--- src/rtl/cp0_regfile.sv ---
// CP0 register file: exception/ERET commit, MTC0/MFC0, Count/Compare timer, interrupt pending.
// Optional timer is built only when CP0_TIMER_EN is defined; otherwise Count/Compare read 0.
module cp0_regfile #(
    parameter logic [31:0] EXC_VECTOR = 32'hBFC0_0380,
    parameter int          COUNT_DIV  = 2
) (
    input  logic        clk,
    input  logic        rst,
    input  logic        cp0_we_i,
    input  logic [4:0]  cp0_waddr_i,
    input  logic [31:0] cp0_wdata_i,
    input  logic [4:0]  cp0_raddr_i,
    output logic [31:0] cp0_rdata_o,
    input  logic        exc_flag_i,
    input  logic [3:0]  exc_type_i,
    input  logic [31:0] exc_pc_i,
    input  logic        exc_in_delay_i,
    input  logic [31:0] exc_baddr_i,
    input  logic [5:0]  int_i,
    output logic [31:0] status_o,
    output logic [31:0] cause_o,
    output logic [31:0] epc_o,
    output logic [7:0]  intr_o,
    output logic [31:0] flush_pc_o
);

    localparam logic [3:0] EXC_INTR  = 4'd0;
    localparam logic [3:0] EXC_ADEL1 = 4'd1;
    localparam logic [3:0] EXC_ADEL2 = 4'd2;
    localparam logic [3:0] EXC_ADES  = 4'd3;
    localparam logic [3:0] EXC_OV    = 4'd4;
    localparam logic [3:0] EXC_SYSC  = 4'd5;
    localparam logic [3:0] EXC_BP    = 4'd6;
    localparam logic [3:0] EXC_RI    = 4'd7;
    localparam logic [3:0] EXC_ERET  = 4'd8;

    localparam logic [4:0] REG_BADVADDR = 5'd8;
    localparam logic [4:0] REG_COUNT    = 5'd9;
    localparam logic [4:0] REG_COMPARE  = 5'd11;
    localparam logic [4:0] REG_STATUS   = 5'd12;
    localparam logic [4:0] REG_CAUSE    = 5'd13;
    localparam logic [4:0] REG_EPC      = 5'd14;

    localparam logic [31:0] STATUS_RST   = 32'h0040_0000;
    localparam logic [31:0] STATUS_WMASK = 32'h0000_FF03;

    function automatic logic [4:0] exc_code(input logic [3:0] t);
        logic [4:0] c;
        case (t)
            EXC_INTR:             c = 5'd0;
            EXC_ADEL1, EXC_ADEL2: c = 5'd4;
            EXC_ADES:             c = 5'd5;
            EXC_SYSC:             c = 5'd8;
            EXC_BP:               c = 5'd9;
            EXC_RI:               c = 5'd10;
            EXC_OV:               c = 5'd12;
            default:              c = 5'd0;
        endcase
        return c;
    endfunction

    logic [31:0] status_q, status_d, cause_q, cause_d, epc_q, epc_d, badvaddr_q, badvaddr_d;
    logic [31:0] count_s, compare_s;
    logic        ti_s, timer_hit_s, ti_clr_s, mtc0_s, is_addr_err_s;

    // An exception or ERET in the same cycle squashes the MTC0 completely
    assign mtc0_s = cp0_we_i & ~exc_flag_i;

`ifdef CP0_TIMER_EN
    logic [31:0] count_q, count_d, compare_q, compare_d;
    logic        div_q, div_d, div_wrap_s;

    // Timer next state: divided Count increment, MTC0 Count/Compare override
    always_comb begin
        div_wrap_s = (COUNT_DIV == 1) || div_q;
        div_d      = div_wrap_s ? 1'b0 : 1'b1;
        count_d    = count_q + {31'd0, div_wrap_s};
        compare_d  = compare_q;
        if (mtc0_s && (cp0_waddr_i == REG_COUNT)) begin
            count_d = cp0_wdata_i;
            div_d   = 1'b0;
        end else if (mtc0_s && (cp0_waddr_i == REG_COMPARE)) begin
            compare_d = cp0_wdata_i;
        end else begin
            compare_d = compare_q;
        end
    end

    // Timer state registers
    always_ff @(posedge clk) begin
        if (rst) begin
            count_q   <= 32'd0;
            compare_q <= 32'd0;
            div_q     <= 1'b0;
        end else begin
            count_q   <= count_d;
            compare_q <= compare_d;
            div_q     <= div_d;
        end
    end

    assign count_s     = count_q;
    assign compare_s   = compare_q;
    assign ti_s        = cause_q[30];
    assign timer_hit_s = (count_q == compare_q);
    assign ti_clr_s    = mtc0_s && (cp0_waddr_i == REG_COMPARE);
`else
    assign count_s     = 32'd0;
    assign compare_s   = 32'd0;
    assign ti_s        = 1'b0;
    assign timer_hit_s = 1'b0;
    assign ti_clr_s    = 1'b0;
`endif

    assign is_addr_err_s = (exc_type_i == EXC_ADEL1) || (exc_type_i == EXC_ADEL2) ||
                           (exc_type_i == EXC_ADES);

    // Next state of Status/Cause/EPC/BadVAddr; exception commit has priority over MTC0
    always_comb begin
        status_d          = status_q;
        cause_d           = cause_q;
        epc_d             = epc_q;
        badvaddr_d        = badvaddr_q;
        cause_d[15:10]    = {int_i[5] | ti_s, int_i[4:0]};
        cause_d[30]       = ti_clr_s ? 1'b0 : (timer_hit_s | cause_q[30]);
        if (exc_flag_i) begin
            if (exc_type_i == EXC_ERET) begin
                status_d[1] = 1'b0;
            end else begin
                // Nested exceptions (EXL already set) keep the original EPC and BD
                epc_d       = status_q[1] ? epc_q :
                              (exc_in_delay_i ? exc_pc_i - 32'd4 : exc_pc_i);
                cause_d[31] = status_q[1] ? cause_q[31] : exc_in_delay_i;
                cause_d[6:2] = exc_code(exc_type_i);
                status_d[1] = 1'b1;
                badvaddr_d  = is_addr_err_s ? exc_baddr_i : badvaddr_q;
            end
        end else if (mtc0_s) begin
            case (cp0_waddr_i)
                REG_STATUS: status_d    = (status_q & ~STATUS_WMASK) | (cp0_wdata_i & STATUS_WMASK);
                REG_CAUSE:  cause_d[9:8] = cp0_wdata_i[9:8];
                REG_EPC:    epc_d       = cp0_wdata_i;
                default:    epc_d       = epc_q;
            endcase
        end else begin
            status_d = status_q;
        end
    end

    // Architectural register state
    always_ff @(posedge clk) begin
        if (rst) begin
            status_q   <= STATUS_RST;
            cause_q    <= 32'd0;
            epc_q      <= 32'd0;
            badvaddr_q <= 32'd0;
        end else begin
            status_q   <= status_d;
            cause_q    <= cause_d;
            epc_q      <= epc_d;
            badvaddr_q <= badvaddr_d;
        end
    end

    // MFC0 read mux, no same-cycle bypass
    always_comb begin
        case (cp0_raddr_i)
            REG_BADVADDR: cp0_rdata_o = badvaddr_q;
            REG_COUNT:    cp0_rdata_o = count_s;
            REG_COMPARE:  cp0_rdata_o = compare_s;
            REG_STATUS:   cp0_rdata_o = status_q;
            REG_CAUSE:    cp0_rdata_o = cause_q;
            REG_EPC:      cp0_rdata_o = epc_q;
            default:      cp0_rdata_o = 32'd0;
        endcase
    end

    assign status_o   = status_q;
    assign cause_o    = cause_q;
    assign epc_o      = epc_q;
    assign intr_o     = cause_q[15:8] & status_q[15:8] & {8{status_q[0] & ~status_q[1]}};
    assign flush_pc_o = (exc_type_i == EXC_ERET) ? epc_q : EXC_VECTOR;

endmodule

--- config.mk ---
export PLATFORM = sky130hd
export DESIGN_NAME = cp0_regfile
export DESIGN_NICKNAME = d
export VERILOG_FILES = /design/src/rtl/cp0_regfile.sv
export SDC_FILE = /design/constraint.sdc
export NUM_CORES = 1
export LEC_CHECK = 0
export BUFFER_PORTS_ARGS = -buffer_cell sky130_fd_sc_hd__buf_2
export CORE_MARGIN = 5
export CORE_UTILIZATION = 30
export CTS_BUF_LIST = sky130_fd_sc_hd__clkbuf_8
export CTS_CLUSTER_DIAMETER = 30
export DETAILED_ROUTE_END_ITERATION = 7
export GPL_ROUTABILITY_DRIVEN = 0
export GPL_TIMING_DRIVEN = 0
export RECOVER_POWER = 25
export SKIP_LAST_GASP = 1
export SYNTH_ARGS = -nofsm -noshare
export SYNTH_HDL_FRONTEND = slang
export SYNTH_SLANG_ARGS = --single-unit
--- constraint.sdc ---
create_clock -name clk -period 2.9 [get_ports clk]
set_clock_uncertainty 0.15 [all_clocks]
set_input_delay 0 -clock clk [delete_from_list [all_inputs] [get_ports clk]]
set_output_delay 0 -clock clk [all_outputs]
set_load 0.02 [all_outputs]
---- Yosys cells after proc, flatten, opt, wreduce, memory -nomap -nowiden ----
Memory sizes are Yosys's and may differ from the RTL's.
Cells that the tools add are included.
storage, ports and cells
  bits in registers ....................... 110
  memory bits (read-only) ................. 32
  input port bits ......................... 121
  output and inout port bits .............. 168
  logic and storage cells ................. 56
  memories kept ........................... 1
memory list
  memory            words  width  read ports  clocked after memory_dff  write ports  RTL line  RTL
  (name not given)  8      4      1           0                         0            49        case (t)
cells by class
  add/subtract/negate cells ............... 1
  eq/ne operators ......................... 13
  muxes and demuxes ....................... 13
  bitwise operators ....................... 8
  reductions and logical operators ........ 12
operators with widths
  cell                     count
  $mux W32                 7
  $pmux W32 S4             1
  $eq A5 B4 Y1 const B     7
  $or A32 B16 Y32          1
  $sub A32 B3 Y32 const B  1
  $and A8 B8 Y8            2
  $reduce_and A3 Y1        4
  $eq A4 B2 Y1 const B     2
  $reduce_bool A2 Y1       3
  $mux W5                  1
  $eq A4 B1 Y1 const B     1
  $eq A4 B4 Y1 const B     1
  $mux W2                  2
  $ne A2 B2 Y1 const B     2
  $reduce_and A2 Y1        2
  $reduce_and A4 Y1        1
  $not A1 Y1               3
  $and A1 B1 Y1            2
  $logic_or A1 B1 Y1       2
  $mux W1                  2

---- Depth between registers and ports, before layout ----
Gate-level depths: netlist of the first run.
  depth after elaboration ................. 5
  mapped depth ............................ 8
  mapped depth without buffers ............ 7

---- Least setup slack after synthesis of the first run ----
OpenSTA, ideal clock, no wires.
  kind .................................... input to register
  from .................................... input exc_pc_i[2]
  to ...................................... register epc_q[18], in the netlist epc_o[18]
  setup time .............................. 0.059 ns
  data arrival time ....................... 1.974 ns
  data required time ...................... 2.691 ns
  slack ................................... 0.716 ns
  stages .................................. 8
  path buffers ............................ 1
  cell sequence ........................... inv_1 ha_1 or4b_2 or3_1 buf_2 or4b_1 nand3_1 a32o_2
on the way
  cells in the longest elaborated chain, start to end .. 5
RTL lines
  element               RTL line  RTL
  from (decl)           16        input logic [31:0] exc_pc_i,
  $sub A32 B3 Y32       132       (exc_in_delay_i ? exc_pc_i - 32'd4 : exc_pc_i);
  $mux W32              132
  $mux W32              131       epc_d = status_q[1] ? epc_q :
  $mux W32              127       if (exc_type_i == EXC_ERET) begin
  $mux W32              126       if (exc_flag_i) begin
  to (signal assigned)  160       epc_q <= epc_d;
  to (decl)             62        logic [31:0] status_q, status_d, cause_q, cause_d, epc_q, epc_d, badvaddr_q, badvaddr_d;
Every way passes these cells. The select of a mux whose other input is x is not followed.
A chain may end at the register's enable or synchronous reset.

---- Worst setup path after layout of the first run ----
  from .................................... input exc_pc_i[10]
  to ...................................... register epc_q[16], in the netlist epc_o[16]
Same word-level chain as after synthesis.

==> metrics.txt, run 1 <==
WP data arrival 3.01 ns; CTS H-tree lvls 3; proportion of synthesized chip area in sequential cells 34.5%; Setup Viol. Count Final 0; die height 140 um; Cell Rows 47; Cell variety after synth 54; cell area after synthesis 0.00504 mm^2; final setup margin 0.0722 ns; multi-input logic area 0.00298 mm^2; Antenna Nets Post-Route 0; number of fill cells 1,651; number of top-level design ports 289; CTS sink cnt 87; Final Hold Vio Count 0; register bit total from synthesis 87; I/O Buffers 242; worst hold path cell count 5; total number of vias 6,370; largest vdd supply drop 0.221 mV; total power after layout 2.95 mW; NumNets Final 1,189; type of the worst setup path primary input to flip-flop; Synth-to-Final Area Change 60.7%; Starting DRT DRC Count 320; Setup WS pre-CTS 0.137 ns; power density over the cells 364 mW/mm^2; total track usage 23.8%; number of synthesized flops with an enable pin 0; clock insertion delay at the later pin of the skew report 0.38 ns; Sum Neg Setup Slack 0 ns; Worst Path Max Fanout 7; timing-limited maximum frequency 354 MHz; first-pass GRT wire length 35,800 um; time the final worst path needs with I/O delays and setup 2.83 ns; first-pass iteration count of the detailed router 5; cell depth of the worst flop-to-flop path 6; Mapped Cells 650; mux share of post-synthesis cell area 3.97%; Reg clk slew, reported paths 0.09 ns; Max Cap Viol 0; synthesized area divided by synthesized cell count 7.76 um^2; total die area 0.0195 mm^2; worst r2r src status_o[1]$_SDFFE_PP0P_; Residual DRC 0; via count of the first global-routing pass 6,206; total length of routed wires 24,200 um; setup repair after global routing missed its margin yes; worst setup path start exc_pc_i[10]; CTS tree done; layout cell share with drive strength beyond 1 25.9%; status finished, final reports clean; predominant post-synthesis flop cell sky130_fd_sc_hd__dfxtp_1; final period utilization 97.5%; maximum number of pins on one net before global-route repair 14; relative slew slack 37.9%; clk root buf sky130_fd_sc_hd__clkbuf_8; xor/xnor share of the synthesized area 5.03%; CTS Buffer Depth 2; arithmetic-cell share of the synthesized area counting full adders, half adders and majority gates 0.248%; mean routed wirelength per cell 18.7 um; pins over their slew limit 0; cell leakage power 3.58 nW; area fraction in compound gates after synthesis 18.8%; largest family of logic cells by synthesized area simple AND/OR/NAND/NOR gates; type of element capturing the critical path flip-flop; sum of net half-perimeters after detailed placement 18,200 um; data required time of the critical path 3.09 ns; number of buffers added by the clock tree synthesis step 9; proportion of synthesized flip-flops having asynchronous set or reset 0%; area share of and/or/nand/nor cells after synthesis 27.0%; worst hold-check path type primary input to flip-flop; sequential cell area in the final layout 0.00174 mm^2; number of antenna violations at the first check in global routing 0; critical hold path startpoint exc_pc_i[4]; Initial Util 30.5%; horizontal extent of the die 140 um; average via count per standard cell 4.93; floorplan core area 0.0165 mm^2; remaining global-route overflow 0; nature of the critical path startpoint primary input; warnings from Yosys 0; count of inserted antenna diode cells 0; slew at the pin closest to its max-slew limit 0.924 ns; fraction of the core area covered by cells at the end of the flow 49.0%
-- logic make-up (layout without fill, tap and decap cells) --
group / after synthesis / in the layout
adders and majority gates: 1 / 1
AOI/OAI and AO/OA: 148 / 148
and+or+nand+nor: 272 / 272
buffers and inverters: 91 / 473
xor gates and xnor gates: 29 / 29
other: 2 / 41
muxes: 20 / 20
DFF: 87 / 87
-- path summary, 6_finish.rpt --
check	slack, ns	endpoint
worst max-delay path	0.07	epc_o[16]$_SDFFE_PP0P_
worst min-delay path	0.02	epc_o[4]$_SDFFE_PP0P_
worst max register to register	0.30	epc_o[16]$_SDFFE_PP0P_
worst min register to register	0.31	badvaddr_q[22]$_SDFFE_PP0P_
-- layout make-up --
cell class | instances | area share (%)
Buffer | 86 | 6.13
Clock buffer | 11 | 1.87
Clock inverter | 4 | 0.571
Inverter | 5 | 0.232
Multi-Input combinational cell | 511 | 36.8
Sequential cell | 87 | 21.5
Tap cell | 220 | 3.40
Timing Repair Buffer | 367 | 29.6
-- power by group --
group / leakage [nW] / total [mW] / switching [mW] / internal (mW)
clock network: 0.103 / 0.899 / 0.462 / 0.437
registers: 0.711 / 1.33 / 0.0794 / 1.25
logic: 2.77 / 0.726 / 0.397 / 0.329
total: 3.58 / 2.95 / 0.939 / 2.02
-- layer usage --
| metal | up-vias | track usage (%) | share of wire, % |
|---|---|---|---|
| met5 | - | 0 | 0 |
| met2 | 319 | 41.5 | 49 |
| li1 | 3030 | - | - |
| met4 | 0 | 7.45 | 2.9 |
| met3 | 41 | 6.48 | 8.8 |
| met1 | 2980 | 28.4 | 39 |
-- repair_timing --
item | CTS | global route
endpoints found under the setup margin | 0 | 12
setup buffers | 0 | 3
hold buffers | 122 | 0
hold endpoints to repair | 87 | 0
gates resized for setup | 0 | 8
-- cell usage after synthesis (all sizes together), types with 9 or more instances --
| cell type | instances | share of area, % |
|---|---|---|
| nor4 | 9 | 1.4 |
| a21oi | 54 | 5.4 |
| dfxtp | 87 | 35 |
| clkbuf | 34 | 2.5 |
| xor2 | 18 | 3.1 |
| nand2 | 104 | 7.7 |
| xnor2 | 11 | 1.9 |
| a22oi | 22 | 3.3 |
| a22o | 16 | 2.8 |
| and3 | 14 | 1.7 |
| buf | 52 | 7.3 |
| mux2i | 20 | 4.0 |
| nand2b | 14 | 1.7 |
| and2 | 21 | 2.6 |
| nor2 | 54 | 4.0 |
| o21ai | 22 | 2.2 |
-- stage by stage --
| step | hold WS [ns] | cell area [um^2] | std cells |
|---|---|---|---|
| 6_report | 0.0154 | 8110 | 1291 |
| 5_1_grt | 0.0664 | 8110 | 1291 |
| 3_5_place_dp | 0.0652 | 6680 | 1151 |
| 3_3_place_gp | 0.0592 | 6680 | 1151 |
| 4_1_cts | 0.00144 | 8100 | 1288 |
| 2_1_floorplan | -0.0218 | 5190 | 689 |
-- flip-flops by register name, summed over array words and instances, names as in the netlist --
| register | flops |
|---|---|
| epc_o | 32 |
| status_o | 10 |
| cause_o | 13 |
| badvaddr_q | 32 |
-- layout by cell type, fill, tap and decap left out, types with 14 or more instances in the layout --
cell,synthesis,layout
sky130_fd_sc_hd__buf_4,42,45
sky130_fd_sc_hd__conb_1,2,41
sky130_fd_sc_hd__and3_1,14,14
sky130_fd_sc_hd__buf_2,6,201
sky130_fd_sc_hd__dlygate4sd3_1,0,122
sky130_fd_sc_hd__and2_1,21,21
sky130_fd_sc_hd__a22o_1,16,16
sky130_fd_sc_hd__nand2b_1,14,14
sky130_fd_sc_hd__nand2_1,104,104
sky130_fd_sc_hd__a22oi_1,22,22
sky130_fd_sc_hd__dfxtp_1,87,87
sky130_fd_sc_hd__xor2_1,18,18
sky130_fd_sc_hd__clkbuf_1,34,80
sky130_fd_sc_hd__nor2_1,54,54
sky130_fd_sc_hd__o21ai_0,22,22
sky130_fd_sc_hd__mux2i_1,20,20
sky130_fd_sc_hd__a21oi_1,54,54
-- worst max-delay path, stage by stage --
cell and delay, ns:
sky130_fd_sc_hd__dlygate4sd3_1 0.53, sky130_fd_sc_hd__buf_2 0.13, sky130_fd_sc_hd__or4b_2 0.72, sky130_fd_sc_hd__or3_1 0.32, sky130_fd_sc_hd__buf_2 0.19, sky130_fd_sc_hd__nor2_1 0.15, sky130_fd_sc_hd__xnor2_1 0.10, sky130_fd_sc_hd__a221oi_1 0.28
sky130_fd_sc_hd__dlygate4sd3_1 0.59
Note: power is estimated with default switching activity, not from simulation.
==> run 2, diff against run 1 <==
Settings changed: ABC_AREA from default to 1, CORE_UTILIZATION 30 to 40, PLACE_DENSITY from default to 0.72.
==> run 2 against run 1 <==
  * The flow now finishes with violations (hold timing)
  * Combinational power is 19% higher
  * Synthesized area is 12% higher
  * Flip-flop and latch count stayed put
  * Global-route usage is 4.2 points higher
  * Largest cell class unchanged
  * Largest power group unchanged
==> metrics.txt, run 2 <==
Net Switching 1.00 mW; NumNets Final 1,375; warnings from Yosys 0; timing-limited maximum frequency 438 MHz; data required time of the critical path 2.98 ns; Cell Rows 43; final period utilization 78.7%; cell types with the highest counts after synthesis sky130_fd_sc_hd__nand2_1 (132), sky130_fd_sc_hd__inv_1 (121), sky130_fd_sc_hd__nor2_1 (95), sky130_fd_sc_hd__dfxtp_1 (87), sky130_fd_sc_hd__a21oi_1 (69); worst r2r src status_o[1]$_SDFFE_PP0P_; Max Cap Viol 0; CTS H-tree lvls 3; floorplan core area 0.0138 mm^2; endpoint of the worst register-to-register path epc_o[27]$_SDFFE_PP0P_; number of top-level design ports 289; number of buffers added by the clock tree synthesis step 9; critical path's largest stage delay 0.59 ns; average via count per standard cell 4.91; worst hold slack across all endpoints -0.0237 ns; time the final worst path needs with I/O delays and setup 2.28 ns; Crit-path slowest cell sky130_fd_sc_hd__dlygate4sd3_1; total track usage 28.0%; R2R setup slack 0.92 ns; cell leakage power 3.87 nW; critical hold path startpoint exc_pc_i[2]; WP data arrival 2.36 ns; post-route non-filler standard cell count 1,438; CTS Buffer Depth 2; buffer count from post-CTS setup fixing 0; Cells after DPL 1,309; relative slew slack 47.3%; proportion of netlist area held by the largest area contributor 30.9%; status complete, but fails checks; setup repair after global routing missed its margin no; leading cell types in the layout, fill and taps excluded sky130_fd_sc_hd__buf_2 (202), sky130_fd_sc_hd__nand2_1 (132), sky130_fd_sc_hd__inv_1 (123); Mapped Cells 844; worst hold path cell count 4; Synth-to-Final Area Change 50.8%; nature of the critical path startpoint primary input; first-pass iteration count of the detailed router 7; worst hold-check path type primary input to flip-flop; sum of net half-perimeters after detailed placement 18,500 um; register bit total from synthesis 87; most common cell after layout, fill and taps aside sky130_fd_sc_hd__buf_2; internal power consumption 2.03 mW; Setup Viol. Count Final 0; CTS sink cnt 87; type of the worst setup path primary input to flip-flop; mean routed wirelength per cell 16.7 um; worst-path cell chain dlygate4sd3_1 > buf_2 > nor2_2 > nand2_2 > nor2_4 > nor2_4 > nand2_4 > nand2_4 > inv_4 > buf_6 > nor2_1 > nand2_1 > dlygate4sd3_1 > a21oi_2; clock insertion delay at the later pin of the skew report 0.37 ns; Reg clk slew, reported paths 0.09 ns; count of inserted antenna diode cells 0; cell depth of the worst flop-to-flop path 9; leading area contributor after synthesis sky130_fd_sc_hd__dfxtp_1; Endpoint, Worst Hold epc_o[2]$_SDFFE_PP0P_; clk root buf sky130_fd_sc_hd__clkbuf_8; total die area 0.0165 mm^2; combinational fraction of design power 28.6%; Worst Path Max Fanout 10; layout cell share with drive strength beyond 1 27.3%; proportion of synthesized flip-flops having asynchronous set or reset 0%; proportion of synthesized chip area in sequential cells 30.9%; die height 129 um; proportion of power drawn by the clock network 28.1%; most common cell in the synthesized netlist sky130_fd_sc_hd__nand2_1; Residual DRC 0; via count of the first global-routing pass 6,810; cell type group with the largest total delay on the critical path buffers and inverters; remaining global-route overflow 0; number of antenna violations at the first check in global routing 0; first-pass GRT wire length 36,200 um; Initial Util 40.7%; largest vdd supply drop 0.170 mV; total number of vias 7,067; horizontal extent of the die 129 um; I/O Buffers 246; Antenna Nets Post-Route 0; total length of routed wires 24,000 um; Sum Neg Setup Slack 0 ns; predominant post-synthesis flop cell sky130_fd_sc_hd__dfxtp_1; cell area after synthesis 0.00563 mm^2; Starting DRT DRC Count 532; number of fill cells 1,317; number of synthesized flops with an enable pin 0; Sequential Power Share 43.3%; CTS tree done; maximum number of pins on one net before global-route repair 14; ranking of synthesized cells by area sky130_fd_sc_hd__dfxtp_1 (31%), sky130_fd_sc_hd__nand2_1 (8.8%), sky130_fd_sc_hd__inv_1 (8.1%); fraction of the core area covered by cells at the end of the flow 61.4%; Final Hold Vio Count 1; power density over the cells 357 mW/mm^2; Cell variety after synth 44; violated checks hold timing; slew at the pin closest to its max-slew limit 0.791 ns; type of element capturing the critical path flip-flop; proportion of total power due to net switching 33.0%; Worst Path Buf+Inv 5; synthesized area divided by synthesized cell count 6.67 um^2; pins over their slew limit 0
## run 2: cell count changes after synthesis, moves of 21 or more
| cell | before | now |
|---|---|---|
| sky130_fd_sc_hd__a21oi_2 | 0 | 21 |
| sky130_fd_sc_hd__a22oi_1 | 22 | 0 |
| sky130_fd_sc_hd__and2_1 | 21 | 0 |
| sky130_fd_sc_hd__inv_1 | 4 | 121 |
| sky130_fd_sc_hd__nand2_1 | 104 | 132 |
| sky130_fd_sc_hd__nand3_1 | 6 | 31 |
| sky130_fd_sc_hd__nor2_1 | 54 | 95 |
| sky130_fd_sc_hd__o21ai_0 | 22 | 53 |
## run 2: logic make-up after synthesis
group	Yosys count	synth area share (%)
AND/OR/NAND/NOR	332	28.3
buffers and inverters	210	17.9
AO/OA/AOI/OAI	208	21.9
flip-flops	87	30.9
XOR/XNOR	4	0.622
other	2	0.133
adder cells (fa/ha/maj)	1	0.222
## run 2: power by group through the flow
stage               clock network [mW]  logic [mW]  registers (mW)
finish                           0.850       0.867            1.31
global route                     0.895       0.939            1.32
CTS                              0.853       0.862            1.31
detailed placement                   0       0.726            1.34
global placement                     0       0.721            1.33
floorplan                            0       0.399            1.38
## run 2: worst max-delay path by stage
stage	end	startpoint	cells after the start
after CTS	epc_o[25]$_SDFFE_PP0P_	exc_type_i[1]	14
after floorplan	epc_o[30]$_SDFFE_PP0P_	status_o[1]$_SDFFE_PP0P_	8
final	epc_o[27]$_SDFFE_PP0P_	exc_type_i[1]	14
after detailed placement	cp0_rdata_o[0]	cp0_raddr_i[0]	8
after global routing	epc_o[27]$_SDFFE_PP0P_	exc_type_i[1]	14
after global placement	cp0_rdata_o[0]	cp0_raddr_i[0]	8
## run 2: tightest hold or removal path, cell delays in order
cell	delay, ns
sky130_fd_sc_hd__buf_2	0.14
sky130_fd_sc_hd__nor2_8	0.07
sky130_fd_sc_hd__o21ai_0	0.15
sky130_fd_sc_hd__a31oi_1	0.09
## run 2: area by class of cell
cell class	count	area (um^2)	share of cell area, %
multi-input combinational	586	3030	35.7
timing repair buffer	359	2300	27.1
sequential	87	1740	20.5
buffer	78	507	5.97
inverter	132	500	5.90
tap	180	225	2.65
clock buffer	10	138	1.62
clock inverter	6	52.6	0.619
## run 2: stage by stage
| stage | hold slack (ns) | cell area [um^2] | setup WS (ns) | total power, mW |
|---|---|---|---|---|
| floorplan | -0.0430 | 5780 | 1.53 | 1.78 |
| finish | -0.0237 | 8490 | 0.618 | 3.03 |
| CTS | 0.00797 | 8550 | 0.692 | 3.02 |
| detailed placement | 0.0611 | 7230 | 1.14 | 2.06 |
| global placement | 0.0557 | 7230 | 1.21 | 2.06 |
| global route | 0.0337 | 8490 | 0.506 | 3.15 |
## run 2: what timing repair did
action | CTS | global route
gates resized for setup | 0 | 0
hold buffers | 113 | 0
endpoints found under the hold margin | 87 | 0
setup endpoints to repair | 0 | 0
## run 2: layer usage
metal  up-vias  part of all wire [%]  global-route usage [%]
met2       372                    49                    49.1
met4         0                   2.7                    11.2
met5         -                     0                       0
met1      3172                    40                    34.7
met3        50                   8.1                    3.53
li1       3473                     -                       -
==> run 3, diff against run 2 <==
Clock period 2.9 ns to 2.2 ns, I/O delays scaled along.
==> run 3 against run 2 <==
  * The flow still finishes with violations (hold timing)
  * Total power rose by 32%
  * Critical path depth fell by 1
  * Die area did not move
  * Register-to-register slack got worse by 0.62 ns
  * Combinational power rose by 34%
  * Clock-buffer cell count did not move
  * Global-route usage fell by 0.35 points
  * Critical endpoint is now epc_o[23]$_SDFFE_PP0P_
  * Largest cell class unchanged
  * Largest power group unchanged
==> metrics.txt, run 3 (synthesis gave the netlist of run 2 again) <==
timing-limited maximum frequency 466 MHz; first-pass iteration count of the detailed router 6; Max Cap Viol 0; status complete, but fails checks; type of element capturing the critical path flip-flop; average via count per standard cell 4.93; Cell Rows 43; total number of vias 7,121; critical hold path startpoint exc_pc_i[7]; Setup WS pre-CTS 0.438 ns; NumNets Final 1,382; maximum number of pins on one net before global-route repair 14; CTS Buffer Depth 2; time the final worst path needs with I/O delays and setup 2.15 ns; Worst Path Max Fanout 10; CTS sink cnt 87; horizontal extent of the die 129 um; WP data arrival 2.31 ns; area after detailed placement 0.00723 mm^2; die height 129 um; Worst Path Buf+Inv 5; total length of routed wires 24,200 um; final setup margin 0.0545 ns; sum of net half-perimeters after detailed placement 18,500 um; worst hold-check path type primary input to flip-flop; CTS H-tree lvls 3; Most Frequent Cell on Critical Path sky130_fd_sc_hd__nor2_4; finished layout cell area 0.00860 mm^2; pins over their slew limit 0; critical path's largest stage delay 0.55 ns; sequential cell area in the final layout 0.00174 mm^2; leading cell types in the layout, fill and taps excluded sky130_fd_sc_hd__buf_2 (203), sky130_fd_sc_hd__nand2_1 (132), sky130_fd_sc_hd__inv_1 (123); cell type group with the largest total delay on the critical path buffers and inverters; slew at the pin closest to its max-slew limit 0.753 ns; violated checks hold timing; CTS tree done; nature of the critical path startpoint primary input; relative slew slack 49.8%; I/O Buffers 246; floorplan core area 0.0138 mm^2; number of top-level design ports 289; data required time of the critical path 2.36 ns; Reg clk slew, reported paths 0.09 ns; Residual DRC 0; Endpoint, Worst Hold epc_o[7]$_SDFFE_PP0P_; remaining global-route overflow 0; Synth-to-Final Area Change 52.9%; most common cell after layout, fill and taps aside sky130_fd_sc_hd__buf_2; worst hold slack across all endpoints -0.0511 ns; final period utilization 97.5%; layout cell share with drive strength beyond 1 28.6%; proportion of power drawn by the clock network 27.8%; total track usage 27.6%; endpoint of the worst register-to-register path epc_o[19]$_SDFFE_PP0P_; clk root buf sky130_fd_sc_hd__clkbuf_8; Setup Viol. Count Final 0; power density over the cells 465 mW/mm^2; Sequential Power Share 43.2%; Initial Util 40.7%; cell depth of the worst flop-to-flop path 8; internal power consumption 2.69 mW; R2R setup slack 0.30 ns; multi-input logic area 0.00307 mm^2; largest vdd supply drop 0.224 mV; Starting DRT DRC Count 562; worst-path cell chain dlygate4sd3_1 > buf_2 > nor2_4 > nand2_2 > nor2_4 > nor2_4 > nand2_4 > nand2_8 > inv_6 > buf_8 > nand2_2 > a21oi_2 > dlygate4sd3_1; combinational fraction of design power 29.0%; Final Hold Vio Count 2; Antenna Nets Post-Route 0; setup repair after global routing missed its margin yes; number of antenna violations at the first check in global routing 0; clock insertion delay at the later pin of the skew report 0.37 ns; worst hold path cell count 4; Net Switching 1.32 mW; type of the worst setup path primary input to flip-flop; mean routed wirelength per cell 16.7 um; number of buffers added by the clock tree synthesis step 9; Crit-path slowest cell sky130_fd_sc_hd__dlygate4sd3_1; worst r2r src status_o[1]$_SDFFE_PP0P_; first-pass GRT wire length 35,800 um; via count of the first global-routing pass 6,685; total die area 0.0165 mm^2; proportion of total power due to net switching 32.9%; count of inserted antenna diode cells 0; number of fill cells 1,297; cell leakage power 3.94 nW
run 3: changes by cell type in the layout (fill, tap and decap cells not counted), sizes merged:
cell         previous run  this run
dlygate4sd3           113       112
clkbuf                 84        79
buf                   250       263
run 3: area by class of cell:
cell class                      instances  share of cell area (%)
Buffer                                 78                    6.11
Clock inverter                          6                   0.611
Inverter                              132                    5.85
Clock buffer                           10                    1.60
Sequential cell                        87                    20.2
Multi-Input combinational cell        586                    35.6
Timing Repair Buffer                  366                    27.3
Tap cell                              180                    2.62
run 3: what timing repair did:
item	4_1_cts	5_1_grt
hold buffers	113	1
setup buffers	0	8
resized for setup	0	20
setup endpoints to repair	0	20
hold endpoints to repair	87	1
run 3: per-layer routing:
metal	global-route usage (%)	up-vias	wire (um)
met5	0	-	0
met4	10.6	0	651
met2	48.6	362	11900
li1	-	3487	-
met3	3.28	51	2030
met1	34.5	3221	9590
run 3: worst register-to-register path: stages, from the launching register on:
cell                            delay, ns
sky130_fd_sc_hd__dfxtp_1             0.33
sky130_fd_sc_hd__inv_1               0.13
sky130_fd_sc_hd__nand2_4             0.09
sky130_fd_sc_hd__nand2_8             0.11
sky130_fd_sc_hd__inv_6               0.06
sky130_fd_sc_hd__buf_12              0.14
sky130_fd_sc_hd__a21oi_1             0.16
sky130_fd_sc_hd__a21oi_2             0.07
sky130_fd_sc_hd__dlygate4sd3_1       0.55
run 3: worst max path at each step:
| stage | to | startpoint | slack, ns | cells after the start |
|---|---|---|---|---|
| 2_1_floorplan | epc_o[30]$_SDFFE_PP0P_ | status_o[1]$_SDFFE_PP0P_ | 0.83 | 8 |
| 3_3_place_gp | cp0_rdata_o[0] | cp0_raddr_i[0] | 0.51 | 8 |
| 3_5_place_dp | cp0_rdata_o[0] | cp0_raddr_i[0] | 0.44 | 8 |
| 4_1_cts | epc_o[23]$_SDFFE_PP0P_ | exc_type_i[1] | 0.02 | 14 |
| 5_1_grt | epc_o[15]$_SDFFE_PP0P_ | rst | -0.04 | 7 |
| 6_report | epc_o[23]$_SDFFE_PP0P_ | exc_type_i[1] | 0.05 | 13 |
run 3: power by group through the flow:
stage | Sequential, mW | Clock [mW] | Combinational [mW]
2_1_floorplan | 1.82 | 0 | 0.525
3_5_place_dp | 1.76 | 0 | 0.958
6_report | 1.73 | 1.11 | 1.16
4_1_cts | 1.73 | 1.12 | 1.13
3_3_place_gp | 1.76 | 0 | 0.951
5_1_grt | 1.74 | 1.18 | 1.25
run 3: metrics by stage:
stage / power [mW] / instances / TNS [ns] / utilization, %
6_report: 4.01 / 1445 / 0 / 62.2
5_1_grt: 4.17 / 1445 / -0.196 / 62.2
4_1_cts: 3.98 / 1438 / 0 / 61.9
3_5_place_dp: 2.72 / 1309 / 0 / 52.3
3_3_place_gp: 2.71 / 1309 / 0 / 52.3
2_1_floorplan: 2.34 / 883 / 0 / -
